### src/rtl/posterior_counter.sv
// Posterior counter: tallies stochastic posterior bits per lane over a
// window of valid samples, then reports the lane with the highest count
// (lowest index on ties) through a valid/ready result handshake.
module posterior_counter #(
    parameter int Narray = 2,
    parameter int CNT_W  = 10
) (
    input  logic                   clk,
    input  logic                   rst,
    input  logic                   start,
    input  logic [CNT_W-1:0]       window_len,
    input  logic                   stoch_log,
    input  logic [2**Narray-1:0]   bit_in,
    input  logic                   sample_valid,
    output logic                   busy,
    output logic                   result_valid,
    input  logic                   result_ready,
    output logic [Narray-1:0]      winner,
    output logic [CNT_W-1:0]       winner_count,
    output logic                   tie
);

    localparam int LANES = 2**Narray;
    localparam logic [CNT_W-1:0] CNT_MAX = '1;

    typedef enum logic [1:0] {
        S_IDLE,
        S_COUNT,
        S_DONE
    } state_t;

    state_t             state_q, state_d;
    logic [CNT_W-1:0]   lane_q [LANES];
    logic [CNT_W-1:0]   lane_d [LANES];
    logic [CNT_W-1:0]   lane_inc [LANES];
    logic [CNT_W-1:0]   samp_q, samp_d;
    logic [CNT_W-1:0]   samp_inc;
    logic [CNT_W-1:0]   len_q, len_d;
    logic [Narray-1:0]  winner_q, winner_d;
    logic [CNT_W-1:0]   wcount_q, wcount_d;
    logic               tie_q, tie_d;

    logic [Narray-1:0]  best_idx;
    logic [CNT_W-1:0]   best_cnt;
    logic               best_tie;
    logic               start_ok;

    // A start is only honoured in stochastic mode with a non-empty window.
    assign start_ok = start && (window_len != '0) && !stoch_log;
    assign samp_inc = samp_q + CNT_W'(1);

    // Per-lane saturating increment of the counts as they would be after this sample.
    generate
        for (genvar gi = 0; gi < LANES; gi++) begin : g_lane
            assign lane_inc[gi] = (bit_in[gi] && (lane_q[gi] != CNT_MAX))
                                ? lane_q[gi] + CNT_W'(1) : lane_q[gi];
        end
    endgenerate

    // Argmax over the post-sample counts so the final sample is included.
    always_comb begin
        best_idx = '0;
        best_cnt = lane_inc[0];
        best_tie = 1'b0;
        for (int i = 1; i < LANES; i++) begin
            if (lane_inc[i] > best_cnt) begin
                best_idx = Narray'(i);
                best_cnt = lane_inc[i];
                best_tie = 1'b0;
            end else if (lane_inc[i] == best_cnt) begin
                best_tie = 1'b1;
            end
        end
    end

    // Next-state, counter and result-register logic.
    always_comb begin
        state_d  = state_q;
        samp_d   = samp_q;
        len_d    = len_q;
        winner_d = winner_q;
        wcount_d = wcount_q;
        tie_d    = tie_q;
        for (int i = 0; i < LANES; i++) begin
            lane_d[i] = lane_q[i];
        end

        case (state_q)
            S_IDLE: begin
                if (start_ok) begin
                    state_d = S_COUNT;
                    len_d   = window_len;
                    samp_d  = '0;
                    for (int i = 0; i < LANES; i++) lane_d[i] = '0;
                end
            end
            S_COUNT: begin
                if (stoch_log) begin
                    // Mode switch aborts the window without producing a result.
                    state_d = S_IDLE;
                    samp_d  = '0;
                    for (int i = 0; i < LANES; i++) lane_d[i] = '0;
                end else if (sample_valid) begin
                    samp_d = samp_inc;
                    for (int i = 0; i < LANES; i++) lane_d[i] = lane_inc[i];
                    if (samp_inc == len_q) begin
                        state_d  = S_DONE;
                        winner_d = best_idx;
                        wcount_d = best_cnt;
                        tie_d    = best_tie;
                    end
                end
            end
            S_DONE: begin
                if (result_ready) begin
                    if (start_ok) begin
                        state_d = S_COUNT;
                        len_d   = window_len;
                        samp_d  = '0;
                        for (int i = 0; i < LANES; i++) lane_d[i] = '0;
                    end else begin
                        state_d = S_IDLE;
                    end
                end
            end
            default: state_d = S_IDLE;
        endcase
    end

    // State and datapath registers with synchronous reset.
    always_ff @(posedge clk) begin
        if (rst) begin
            state_q  <= S_IDLE;
            samp_q   <= '0;
            len_q    <= '0;
            winner_q <= '0;
            wcount_q <= '0;
            tie_q    <= 1'b0;
            for (int i = 0; i < LANES; i++) lane_q[i] <= '0;
        end else begin
            state_q  <= state_d;
            samp_q   <= samp_d;
            len_q    <= len_d;
            winner_q <= winner_d;
            wcount_q <= wcount_d;
            tie_q    <= tie_d;
            for (int i = 0; i < LANES; i++) lane_q[i] <= lane_d[i];
        end
    end

    assign busy         = (state_q != S_IDLE);
    assign result_valid = (state_q == S_DONE);
    assign winner       = winner_q;
    assign winner_count = wcount_q;
    assign tie          = tie_q;

endmodule

### config.mk
export PLATFORM = sky130hd
export DESIGN_NAME = posterior_counter
export DESIGN_NICKNAME = d
export VERILOG_FILES = /design/src/rtl/posterior_counter.sv
export SDC_FILE = /design/constraint.sdc
export NUM_CORES = 1
export LEC_CHECK = 0
export BUFFER_PORTS_ARGS = -buffer_cell sky130_fd_sc_hd__buf_4
export CAP_MARGIN = 20
export CORE_MARGIN = 4
export CORE_UTILIZATION = 40
export DETAILED_ROUTE_END_ITERATION = 6
export SLEW_MARGIN = 20
export SYNTH_ARGS = -nofsm -noshare
export SYNTH_HDL_FRONTEND = slang
export SYNTH_SLANG_ARGS = --single-unit
### constraint.sdc
create_clock -name clk -period 16.5 [get_ports clk]
set_input_delay 1.65 -clock clk [delete_from_list [all_inputs] [get_ports clk]]
set_output_delay 1.65 -clock clk [all_outputs]
set_load 0.03 [all_outputs]
Yosys cells after proc, flatten, opt, wreduce, memory -nomap -nowiden
Memories as Yosys holds them, arrays and structs flattened.
Index checks and enable logic that the tools add are counted.

storage, ports and cells
  flip-flop bits (word level) = 35
  memories = 1
  RAM bits = 40

memories
  memory  depth  bits a word  read ports  clocked after memory_dff  write ports  RTL line  RTL
  lane_q  4      10           4           0                         4            33        logic [CNT_W-1:0] lane_q [LANES];

operators by class
  bitwise operators = 5
  reductions and logical operators = 16
  multiplexer cells = 43
  equality and inequality tests = 14
  $lt $le $gt $ge = 3
  add/subtract/negate cells = 5

operators by type and width
  cell                                                   count
  two-way mux 10 bit                                     17
  two-way mux 40 bit                                     4
  one-hot mux 40 bit (3 select lines)                    1
  adder 10 x 1 -> 10 bit, second input constant          5
  equality test 10 bit                                   4
  inequality test 10 bit, second input constant          4
  > comparator 10 bit                                    3
  one-hot mux 10 bit (3 select lines)                    1
  one-hot mux 10 bit (2 select lines)                    1
  two-way mux 2 bit                                      7
  two-way mux 1 bit                                      11
  nonzero test 10 bit                                    1
  AND reduction 4 bit                                    2
  logical AND 1 bit                                      6
  inequality test 3 bit, second input constant           2
  one-hot mux 2 bit (3 select lines)                     1
  OR 1 bit                                               4
  nonzero test 2 bit                                     2
  AND reduction 3 bit                                    1
  nonzero test 3 bit                                     1
  equality test 2 x 1 -> 1 bit, second input constant    1
  equality test 2 bit, second input constant             1
  zero test 2 bit                                        1
  inequality test 2 x 1 -> 1 bit, second input constant  1
  other kinds (4)                                        4

Depth between registers and ports, before layout
Gate-level depths: netlist of run 1.
An unclocked memory read counts as a cell.

  depth in word-level cells = 11
  gate-level depth with buffers = 37

Worst setup path after synthesis of run 1
No wires, ideal clock.

  kind = in2reg
  from = input port bit_in[1]
  to = register tie_q, in the netlist tie
  path slack = 9.162 ns
  library setup time = 0.070 ns
  data arrival time = 7.268 ns
  cell stages on the path = 30
  cell sequence = and4_1 > and3_1 > nand4_1 > xnor2_1 > ha_1 > a21oi_1 > o211ai_1 > o21a_1 > o31ai_4 > a21o_4 > buf_6 > mux2_4 > ha_1 > nor2b_1 > o21bai_1 > a21oi_1 > nor3_1 > or2_2 > buf_6 > clkbuf_1 > a21oi_1 > ha_1 > a21o_1 > a21o_1 > a221oi_1 > o21a_1 > nor2_1 > clkbuf_1 > or3_1 > a21oi_1

between the ends
  word-level cells in the longest chain between the ends = 9
  elaborated cells between the ends (all ways) = 16
  classes of those cells = order compare: 3; eq/ne: 3; mux: 9; reduce/logical: 1

RTL lines
  element                                                      RTL line  RTL
  start, declared                                              13        input logic [2**Narray-1:0] bit_in,
  logical AND 1 bit *                                          55        assign lane_inc[gi] = (bit_in[gi] && (lane_q[gi] != CNT_MAX))
  two-way mux 10 bit *                                         56        ? lane_q[gi] + CNT_W'(1) : lane_q[gi];
  branches (longest 6 deep; another with > comparator 10 bit)  -
  two-way mux 1 bit *                                          66        if (lane_inc[i] > best_cnt) begin
  end signal, assigned                                         146       tie_q <= tie_d;
  end, declared                                                41        logic tie_q, tie_d;

Every way passes the cells marked *.
A chain may end at the register's enable or synchronous reset.

Worst setup path after layout of run 1
  from = input port bit_in[1]
  to = register wcount_q[9], in the netlist winner_count[9]

between the ends
  word-level cells in the longest chain between the ends = 8

RTL lines
  element               RTL line  RTL
  logical AND 1 bit *   55
  two-way mux 10 bit *  56
  > comparator 10 bit   66
  two-way mux 10 bit *  66
  > comparator 10 bit   66
  two-way mux 10 bit *  66
  > comparator 10 bit   66
  two-way mux 10 bit *  66
  end signal, assigned  145       wcount_q <= wcount_d;
  end, declared         40        logic [CNT_W-1:0] wcount_q, wcount_d;

Mark *: on every way between the ends. The rest lies on a longest branch, timed or not.

==> metrics.log, run 1 <==
INFO  metric run_status = completed
INFO  metric ys_async_sr_fraction = 0
INFO  metric postLayoutSetupSlackWorst = 8.67 ns
INFO  metric slew_viol_final = 0
INFO  metric area_taken_by_multi_input_logic_gates = 0.00336 sq mm
INFO  metric setup.worst_path.start_class = input port
INFO  metric pin_count_of_the_biggest_net_entering_global_routing = 76
INFO  metric critical_path.max_stage_delay = 0.65 ns
INFO  metric setup_violations = 0
INFO  metric h-tree-depth = 3
INFO  metric syn-mean-instance-area = 8.00 sq um
INFO  metric path_clk_slew = 0.06 ns
INFO  metric placed_cells = 811
INFO  metric dominantRegCellSynth = sky130_fd_sc_hd__dfxtp_1
INFO  metric final.setup.tns = 0 ns
INFO  metric route.detailed.wl_per_inst = 15.4 um
INFO  metric cp_slowest_cell = sky130_fd_sc_hd__a2111oi_0
INFO  metric routed_wirelength = ~13000 um
INFO  metric die-height = between 100 and 150 um
INFO  metric vdd.ir_drop.worst = 73.1 uV
INFO  metric rr_endpoint = winner_count[9]
INFO  metric final_cell_area = ~0.0058 sq mm
INFO  metric grt_antenna_before_repair = 0
INFO  metric clock_latency_reported_for_the_late_side_of_the_worst_skew_pair = 0.35 ns
INFO  metric path_delay_family = compound AO/OA/AOI/OAI gates
INFO  metric worstPathRequired = 16.69 ns
INFO  metric yosys_warnings = 0
INFO  metric total_setup_buffers_inserted_after_cts = 0
INFO  metric critical_path.n_buffers_inverters = 2
INFO  metric synth.ff_latch_count = 75
INFO  metric design.core.area = 0.0122 sq mm
INFO  metric clock-sinks = 75
INFO  metric initial_drt_pass_iterations = 5
INFO  metric die-width = 121 um
INFO  metric cts-hold-fix-buffers = 0
INFO  metric syn_to_final_growth = 13.8%
INFO  metric criticalPathCategory = in2reg
INFO  metric ys_types = 65
INFO  metric via_per_inst = 5.59
INFO  metric remaining_drc_errors = 0
INFO  metric globalRouteOverflowTotal = 0
INFO  metric maximum_capacitance_violations = 0
INFO  metric detailedRoute.firstIterationViolations = 314
INFO  metric holdPathStages = 2
INFO  metric cells_after_synthesis = 636
INFO  metric rsz0062_at_grt = no
INFO  metric hold_start = winner_count[2]
INFO  metric layout_cell_share_with_drive_strength_beyond_1 = 0.123
INFO  metric reg2reg_setup_slack = 9.31 ns
INFO  metric synth_edf_count = 0
INFO  metric cells_on_worst_reg2reg_path = 27
INFO  metric cellPowerDensity = between 80 and 90 mW/mm^2
INFO  metric cts.path.max_buffers = 2
INFO  metric p_leak = about 0.0024 uW
INFO  metric cts_buffers = 9
INFO  metric timing.final.hold_violations = 0
INFO  metric finClkSkew = 0.00584 ns
INFO  metric hold_path_end = winner_count[2]
INFO  metric num-fill-cells = 1252
INFO  metric tritoncts = done
INFO  metric worstReg2RegStart = lane_q[1][4]
INFO  metric postCtsResizedCells = 0
INFO  metric fin_crit_sh = 0.474
INFO  metric worst_slew_margin_rel = 0.462
INFO  metric min_period = 7.83 ns
INFO  metric groute.usage.overall = 0.185
INFO  metric endpoint_kind_of_the_worst_setup_timing_path = flop
INFO  metric timing.critical_path.fanout_max = 21
INFO  metric pre_cts_ws = approximately 8.4 ns
INFO  metric max_freq = 0.128 GHz
INFO  metric fin_nets = 708
INFO  metric tightestPinTransition = 0.807 ns
INFO  metric drtAntennaViolNets = 0
INFO  metric crit_arrival = 8.02 ns
INFO  metric synth_sequential_area_ratio = 0.295
INFO  metric post_layout_nonfiller_instances = 827
INFO  metric die-area = 0.0146 sq mm
INFO  metric post_synth_instance_area = 0.00509 sq mm
INFO  metric grt_pass1_wl = 21600 um
INFO  metric number_of_cell_rows = 40
INFO  metric cts-root-buf = sky130_fd_sc_hd__clkbuf_16
INFO  metric insertedDiodeCount = 0
INFO  metric gp_congestion = 0.889
INFO  metric place.port_buffers = 34
INFO  metric hold_path.class = reg2reg
INFO  metric placedInstanceArea = 0.00543 sq mm
INFO  metric io_pins = 35
INFO  metric regArea = 0.00150 sq mm
INFO  metric hpwlAfterDp = 9220 um
INFO  metric first_global_vias = 4431
INFO  metric via_count = 4622
INFO  metric syn_nets = 690
INFO  metric initial_utilization = 0.417
-- layout by cell type (no fill, tap or decap), types with 16 or more instances in the layout --
cell	count
sky130_fd_sc_hd__a21oi_1	51
sky130_fd_sc_hd__a22oi_1	27
sky130_fd_sc_hd__buf_4	38
sky130_fd_sc_hd__dfxtp_1	75
sky130_fd_sc_hd__ha_1	34
sky130_fd_sc_hd__inv_1	18
sky130_fd_sc_hd__mux2i_1	24
sky130_fd_sc_hd__nand2_1	40
sky130_fd_sc_hd__nand3_1	16
sky130_fd_sc_hd__nor2_1	101
sky130_fd_sc_hd__nor3_1	23
sky130_fd_sc_hd__xnor2_1	28
-- worst max-delay path by stage --
stage	to	depth (start not counted)	startpoint	slack, ns
after global routing	winner_count[4]	30	bit_in[1]	8.22
after floorplan	tie	30	bit_in[1]	9.16
after CTS	winner_count[4]	30	bit_in[1]	8.78
after global placement	winner_count[4]	30	bit_in[1]	8.16
final	winner_count[9]	28	bit_in[1]	8.67
after detailed placement	winner_count[4]	30	bit_in[1]	8.43
-- registers in the layout (all words and copies together) (netlist names) --
register      count
samp_q           10
len_q            10
winner_count     10
tie               1
state_q           2
lane_q           40
winner            2
-- layer usage --
metal,global-route usage,wire length [um]
met1,0.240,6030
met2,0.306,5990
met5,0,0
met4,0.0623,201
met3,0.0370,533
-- through the flow --
stage | util | total power, uW | hold WS [ns]
floorplan | - | 245 | 0.466
global placement | 0.444 | 259 | 0.442
detailed placement | 0.445 | 260 | 0.451
CTS | 0.474 | 500 | 0.459
global route | 0.474 | 515 | 0.497
finish | 0.474 | 493 | 0.455
-- worst reg2reg max path, cell delays in order, from the launching register on --
cell and delay [ns]:
sky130_fd_sc_hd__dfxtp_1 0.48, sky130_fd_sc_hd__and4_1 0.36, sky130_fd_sc_hd__nand3_1 0.14, sky130_fd_sc_hd__o21ai_1 0.39
sky130_fd_sc_hd__mux2i_1 0.35, sky130_fd_sc_hd__inv_1 0.11, sky130_fd_sc_hd__ha_1 0.33, sky130_fd_sc_hd__and2b_2 0.21
sky130_fd_sc_hd__o221ai_1 0.33, sky130_fd_sc_hd__a21o_4 0.28, sky130_fd_sc_hd__mux2i_1 0.43, sky130_fd_sc_hd__inv_1 0.09
sky130_fd_sc_hd__ha_1 0.28, sky130_fd_sc_hd__nand4_1 0.10, sky130_fd_sc_hd__o21bai_1 0.12, sky130_fd_sc_hd__a21oi_1 0.08
sky130_fd_sc_hd__nor3_1 0.35, sky130_fd_sc_hd__or2_2 0.37, sky130_fd_sc_hd__and2_1 0.22, sky130_fd_sc_hd__a21oi_1 0.06
sky130_fd_sc_hd__ha_1 0.20, sky130_fd_sc_hd__a21o_1 0.17, sky130_fd_sc_hd__a21o_1 0.17, sky130_fd_sc_hd__a221oi_1 0.28
sky130_fd_sc_hd__o21a_1 0.22, sky130_fd_sc_hd__nor2_2 0.16, sky130_fd_sc_hd__a2111oi_0 0.66, sky130_fd_sc_hd__nor3_1 0.10
-- layout make-up --
type,instances,share of cell area
well taps,168,0.0363
flip-flops and latches,75,0.259
inverters,18,0.0117
clock inverters,4,0.0164
multi-input cells,512,0.581
repair buffers,38,0.0493
clock buffers,12,0.0460
-- where the power goes --
part	total, uW	switching [uW]	internal (uW)
Combinational	72.6	46.4	26.2
Sequential	184	1.35	183
Clock	236	76.1	160
-- synth_stat cells, drive strengths merged, types with 4 or more instances --
| cell | instances | area [sq um] |
|---|---|---|
| a21o | 16 | 128 |
| mux2i | 25 | 254 |
| or3 | 4 | 25.0 |
| buf | 10 | 68.8 |
| o211ai | 6 | 50.1 |
| nand3 | 16 | 80.1 |
| a2111oi | 4 | 41.3 |
| nand2 | 41 | 156 |
| ha | 34 | 425 |
| and2 | 10 | 67.6 |
| clkbuf | 21 | 88.8 |
| a22oi | 27 | 203 |
| o21ai | 16 | 80.1 |
| inv | 18 | 67.6 |
| a211oi | 5 | 37.5 |
| xnor2 | 28 | 245 |
| and3 | 11 | 68.8 |
| nand4 | 16 | 106 |
| dfxtp | 75 | 1500 |
| nor3 | 23 | 115 |
| and4 | 9 | 78.8 |
| o21a | 5 | 37.5 |
| nand2b | 5 | 31.3 |
| xor2 | 15 | 131 |
| a21oi | 51 | 255 |
| or2 | 5 | 31.3 |
| nor2 | 105 | 402 |
-- logic make-up (layout without fill, tap and decap cells) --
family                     count (synthesis)  after routing  share of synthesized area
adders and majority gates                 34             34                     0.0836
and+or+nand+nor                          259            259                      0.248
xor gates and xnor gates                  43             43                     0.0740
buffers and inverters                     49             72                     0.0443
DFF                                       75             75                      0.295
muxes                                     28             28                     0.0573
AOI/OAI and AO/OA                        148            148                      0.197
No activity file was read; power rests on OpenSTA's default activity.
==> run 2, diff against run 1 <==
==> constraint.sdc (replaced) <==
create_clock -name clk -period 7.1 [get_ports clk]
set_input_delay 0.71 -clock clk [delete_from_list [all_inputs] [get_ports clk]]
set_output_delay 0.71 -clock clk [all_outputs]
set_load 0.03 [all_outputs]
==> metrics.log, run 2 (synthesis results as in run 1) <==
INFO  metric routed_met1_length = 6260 um
INFO  metric design.core.area = 0.0122 sq mm
INFO  metric syn_to_final_growth = 16.1%
INFO  metric hold_path.class = reg2reg
INFO  metric insertedDiodeCount = 0
INFO  metric finClkSkew = approximately 0.010 ns
INFO  metric regArea = 0.00151 sq mm
INFO  metric final_cell_mix = sky130_fd_sc_hd__nor2_1, sky130_fd_sc_hd__dfxtp_1, sky130_fd_sc_hd__buf_4
INFO  metric cts-hold-fix-buffers = 0
INFO  metric layout_cell_share_with_drive_strength_beyond_1 = 0.160
INFO  metric grt_pass1_wl = 21500 um
INFO  metric detailedRoute.firstIterationViolations = 331
INFO  metric post_layout_nonfiller_instances = between 800 and 900
INFO  metric worst_slew_margin_rel = 0.435
INFO  metric globalRouteOverflowTotal = 0
INFO  metric largest_register_ff_count = 40
INFO  metric die-width = 121 um
INFO  metric cts.path.max_buffers = 2
INFO  metric area_taken_by_multi_input_logic_gates = 0.00343 sq mm
INFO  metric worstPathRequired = 7.31 ns
INFO  metric fin_total_pwr = 1100 uW
INFO  metric rr_endpoint = winner_count[5]
INFO  metric placed_cells = 819
INFO  metric crit_arrival = 6.84 ns
INFO  metric cts_buffers = 9
INFO  metric vdd.ir_drop.worst = 201 uV
INFO  metric hold_path_end = winner_count[8]
INFO  metric worstReg2RegStart = lane_q[0][4]
INFO  metric gp_congestion = 0.934
INFO  metric cells_on_worst_reg2reg_path = 32
INFO  metric cts-root-buf = sky130_fd_sc_hd__clkbuf_16
INFO  metric remaining_drc_errors = 0
INFO  metric via_count = 4670
INFO  metric maximum_capacitance_violations = 0
INFO  metric h-tree-depth = 3
INFO  metric holdPathStages = 2
INFO  metric timing.final.hold_violations = 0
INFO  metric tritoncts = done
INFO  metric die-area = 0.0146 sq mm
INFO  metric final.setup.tns = 0 ns
INFO  metric groute.usage.overall = 0.185
INFO  metric finalHoldWorstSlack = 0.461 ns
INFO  metric cp_slowest_cell = sky130_fd_sc_hd__dfxtp_2
INFO  metric initial_utilization = 0.417
INFO  metric num-fill-cells = 1231
INFO  metric path_clk_slew = 0.07 ns
INFO  metric fin_nets = around 720
INFO  metric max_freq = between 0.15 and 0.2 GHz
INFO  metric clock_latency_reported_for_the_late_side_of_the_worst_skew_pair = 0.35 ns
INFO  metric setup.worst_path.start_class = flop
INFO  metric initial_drt_pass_iterations = 5
INFO  metric routed_wirelength = 13300 um
INFO  metric timing.critical_path.fanout_max = 20
INFO  metric hold_start = winner_count[8]
INFO  metric setup_violations = 0
INFO  metric p_leak = approximately 0.0025 uW
INFO  metric reg2reg_setup_slack = 0.46 ns
INFO  metric endpoint_kind_of_the_worst_setup_timing_path = flop
INFO  metric slew_viol_final = 0
INFO  metric hpwlAfterDp = 9630 um
INFO  metric first_global_vias = 4340
INFO  metric clock-sinks = 75
INFO  metric largest_register = lane_q
INFO  metric cellPowerDensity = 185 mW/mm^2
INFO  metric grt_antenna_before_repair = 0
INFO  metric tightestPinTransition = 0.848 ns
INFO  metric die-height = 121 um
INFO  metric io_pins = 35
INFO  metric routed.top_layer = met4
INFO  metric drtAntennaViolNets = 0
INFO  metric via_per_inst = 5.55
INFO  metric pin_count_of_the_biggest_net_entering_global_routing = 76
INFO  metric wl_met3 = 573 um
INFO  metric route.detailed.wl_per_inst = 15.9 um
INFO  metric number_of_cell_rows = 40
INFO  metric layout_commonest_cell = sky130_fd_sc_hd__nor2_1
INFO  metric min_period = between 6 and 7 ns
INFO  metric place.port_buffers = 34
INFO  metric dr_wl_met2 = between 6000 and 7000 um
INFO  metric criticalPathCategory = reg2reg
INFO  metric critical_path.max_stage_delay = 0.40 ns
INFO  metric run_status = completed
INFO  metric fin_crit_sh = 0.935
run 2: power by group:
group          leakage, uW  switching [uW]  internal (uW)
clock network     0.000146             193            285
registers         0.000607            3.19            425
logic              0.00173             116           74.3
run 2: repair_timing:
action / in CTS / in global routing
gates resized for setup: 0 / 20
buffers inserted: 0 / 6
endpoints found under the setup margin: 0 / 12
run 2: how the worst max path moves through the flow:
stage	startpoint	slack, ns	to	depth (start not counted)
2_1_floorplan	bit_in[1]	0.70	tie	30
3_3_place_gp	bit_in[1]	0.22	tie	30
3_5_place_dp	bit_in[1]	0.1	tie	30
4_1_cts	lane_q[1][4]	0.26	winner_count[5]	30
5_1_grt	lane_q[0][4]	-0.03	tie	32
6_report	lane_q[0][4]	0.46	winner_count[5]	32
run 2: worst max-delay path: cells and delay by family, from the launching register on:
| kind | cells | cell delay (ns) |
|---|---|---|
| AO/OA/AOI/OAI | 13 | 2.52 |
| AND/OR/NAND/NOR | 11 | 1.49 |
| adder cells (fa/ha/maj) | 3 | 0.87 |
| buffers and inverters | 3 | 0.58 |
| flip-flops | 1 | 0.40 |
| XOR/XNOR | 1 | 0.33 |
| multiplexers | 1 | 0.30 |
run 2: metrics by stage:
stage	util	cell area [sq um]	worst slack, ns
after floorplan	-	5090	0.702
after global placement	0.449	5490	0.216
after detailed placement	0.449	5490	0.0978
after CTS	0.475	5800	0.260
after global routing	0.484	5910	-0.0294
final	0.484	5910	0.465
run 2: layer usage:
metal	up-vias	global-route usage
met5	-	0
met1	2186	0.241
met2	112	0.298
li1	2348	-
met4	0	0.0829
met3	24	0.0332
run 2: area by class of cell:
class,count,area share
repair buffers,52,0.0656
flip-flops and latches,75,0.255
multi-input cells,512,0.580
clock buffers,10,0.0404
inverters,18,0.0114
well taps,168,0.0356
clock inverters,6,0.0121
==> run 3, diff against run 2 <==
--- a/config.mk
+++ b/config.mk
@@ -7,7 +7,7 @@
 export LEC_CHECK = 0
 export BUFFER_PORTS_ARGS = -buffer_cell sky130_fd_sc_hd__buf_4
 export CAP_MARGIN = 20
-export CORE_MARGIN = 4
+export CORE_MARGIN = 2
 export CORE_UTILIZATION = 40
 export DETAILED_ROUTE_END_ITERATION = 6
 export SLEW_MARGIN = 20
==> metrics.log, run 3 (synthesis results as in run 1) <==
INFO  metric setup.worst_path.start_class = flop
INFO  metric critPathLaunch = lane_q[1][7]
INFO  metric clock-sinks = 75
INFO  metric detailedRoute.firstIterationViolations = 327
INFO  metric share_comb_of_total_power = 0.184
INFO  metric clock_latency_reported_for_the_late_side_of_the_worst_skew_pair = 0.35 ns
INFO  metric hold_start = winner_count[8]
INFO  metric place.port_buffers = 34
INFO  metric cts-hold-fix-buffers = 0
INFO  metric gp_congestion = 0.992
INFO  metric via_count = 4685
INFO  metric maximum_capacitance_violations = 0
INFO  metric switchingPower = 312 uW
INFO  metric initial_drt_pass_iterations = 5
INFO  metric run_status = completed
INFO  metric finalHoldWorstSlack = 0.464 ns
INFO  metric syn_to_final_growth = 17.2%
INFO  metric routed.top_layer = met4
INFO  metric final_cell_mix = sky130_fd_sc_hd__nor2_1, sky130_fd_sc_hd__dfxtp_1, sky130_fd_sc_hd__buf_4
INFO  metric slew_viol_final = 0
INFO  metric die-height = 117 um
INFO  metric crit_arrival = 6.99 ns
INFO  metric route.detailed.wl_per_inst = 15.8 um
INFO  metric min_period = 6.72 ns
INFO  metric wl_met3 = between 700 and 800 um
INFO  metric endpoint_kind_of_the_worst_setup_timing_path = flop
INFO  metric grt_antenna_before_repair = 0
INFO  metric pin_count_of_the_biggest_net_entering_global_routing = 76
INFO  metric setup_violations = 0
INFO  metric layout_commonest_cell = sky130_fd_sc_hd__nor2_1
INFO  metric first_global_vias = 4478
INFO  metric worst_slew_margin_rel = 0.463
INFO  metric postLayoutSetupSlackWorst = between 0.3 and 0.4 ns
INFO  metric hpwlAfterDp = 9690 um
INFO  metric final_cell_area = 0.00596 sq mm
INFO  metric criticalPathCategory = reg2reg
INFO  metric cts_buffers = 9
INFO  metric cts-root-buf = sky130_fd_sc_hd__clkbuf_16
INFO  metric grt_pass1_wl = roughly 22000 um
INFO  metric die-width = 117 um
INFO  metric fin_crit_sh = 0.947
INFO  metric worstPathRequired = 7.37 ns
INFO  metric num-fill-cells = 1304
INFO  metric globalRouteOverflowTotal = 0
INFO  metric p_leak = 0.00252 uW
INFO  metric hold_path.class = reg2reg
INFO  metric timing.critical_path.fanout_max = 18
INFO  metric pre_cts_ws = 0.0625 ns
INFO  metric h-tree-depth = 3
INFO  metric cts.path.max_buffers = 2
INFO  metric number_of_cell_rows = 41
INFO  metric timing.final.hold_violations = 0
INFO  metric intPower = 818 uW
INFO  metric dr_wl_met2 = between 6000 and 7000 um
INFO  metric groute.usage.overall = 0.205
INFO  metric remaining_drc_errors = 0
INFO  metric io_pins = 35
INFO  metric tightestPinTransition = roughly 0.81 ns
INFO  metric share_clk_of_total_power = 0.437
INFO  metric critical_path.max_stage_delay = approximately 0.40 ns
INFO  metric routed_met1_length = 5960 um
INFO  metric vdd.ir_drop.worst = 128 uV
INFO  metric worstReg2RegStart = lane_q[1][7]
INFO  metric cellPowerDensity = between 150 and 200 mW/mm^2
INFO  metric finClkSkew = 0.00837 ns
INFO  metric reg2reg_setup_slack = 0.38 ns
INFO  metric via_per_inst = 5.52
INFO  metric placedInstanceArea = 0.00550 sq mm
INFO  metric cp_slowest_cell = sky130_fd_sc_hd__or3_1
INFO  metric design.core.area = 0.0125 sq mm
INFO  metric largest_register = lane_q
INFO  metric fin_nets = around 730
INFO  metric largest_register_ff_count = 40
INFO  metric p_sw_frac = 0.276
INFO  metric share_seq_of_total_power = 0.379
INFO  metric routed_wirelength = 13400 um
INFO  metric initial_utilization = 0.407
INFO  metric die-area = ~0.014 sq mm
INFO  metric insertedDiodeCount = 0
INFO  metric tritoncts = done
INFO  metric fin_total_pwr = 1130 uW
INFO  metric drtAntennaViolNets = 0
INFO  metric layout_cell_share_with_drive_strength_beyond_1 = 0.164
INFO  metric path_clk_slew = 0.06 ns
INFO  metric max_freq = 0.149 GHz
run 3: final cells by class:
type / instances / area (sq um) / area share
timing repair buffer: 56 / 433 / 0.0726
multi-input combinational: 512 / 3430 / 0.574
clock buffer: 9 / 225 / 0.0378
sequential: 75 / 1510 / 0.252
tap: 172 / 215 / 0.0361
inverter: 18 / 67.6 / 0.0113
clock inverter: 7 / 91.3 / 0.0153
run 3: metal layers:
metal,GRT usage,vias up
met5,0,-
met4,0.0682,0
met3,0.0587,18
met2,0.337,101
met1,0.260,2212
li1,-,2354
run 3: path summary, 6_finish.rpt:
check | endpoint | depth (start not counted)
min | winner_count[8] | 2
max | tie | 31
min reg2reg | winner_count[8] | 2
max reg2reg | tie | 31
run 3: critical path: cells and delay by family, from the launching register on:
kind	cells	cell delay, ns
AOI/OAI and AO/OA	10	2.03
xor gates and xnor gates	1	0.21
adders and majority gates	3	0.91
buffers and inverters	5	0.74
DFF	1	0.34
and+or+nand+nor	12	2.38
run 3: timing repair:
action | CTS | global route
gates resized for setup | 0 | 19
setup endpoints to repair | 0 | 13
buffers inserted | 0 | 9
run 3: metrics by stage:
stage	util	cells	setup TNS, ns
3_3_place_gp	0.439	824	0
4_1_cts	0.465	840	0
2_1_floorplan	-	636	0
6_report	0.476	849	0
5_1_grt	0.476	849	-0.0552
3_5_place_dp	0.439	824	0
run 3: power by group through the flow:
stage               clock network (uW)  logic (uW)  registers (uW)
floorplan                            0         132             437
finish                             494         208             428
detailed placement                   0         176             437
global placement                     0         174             437
CTS                                502         177             428
global route                       525         227             428
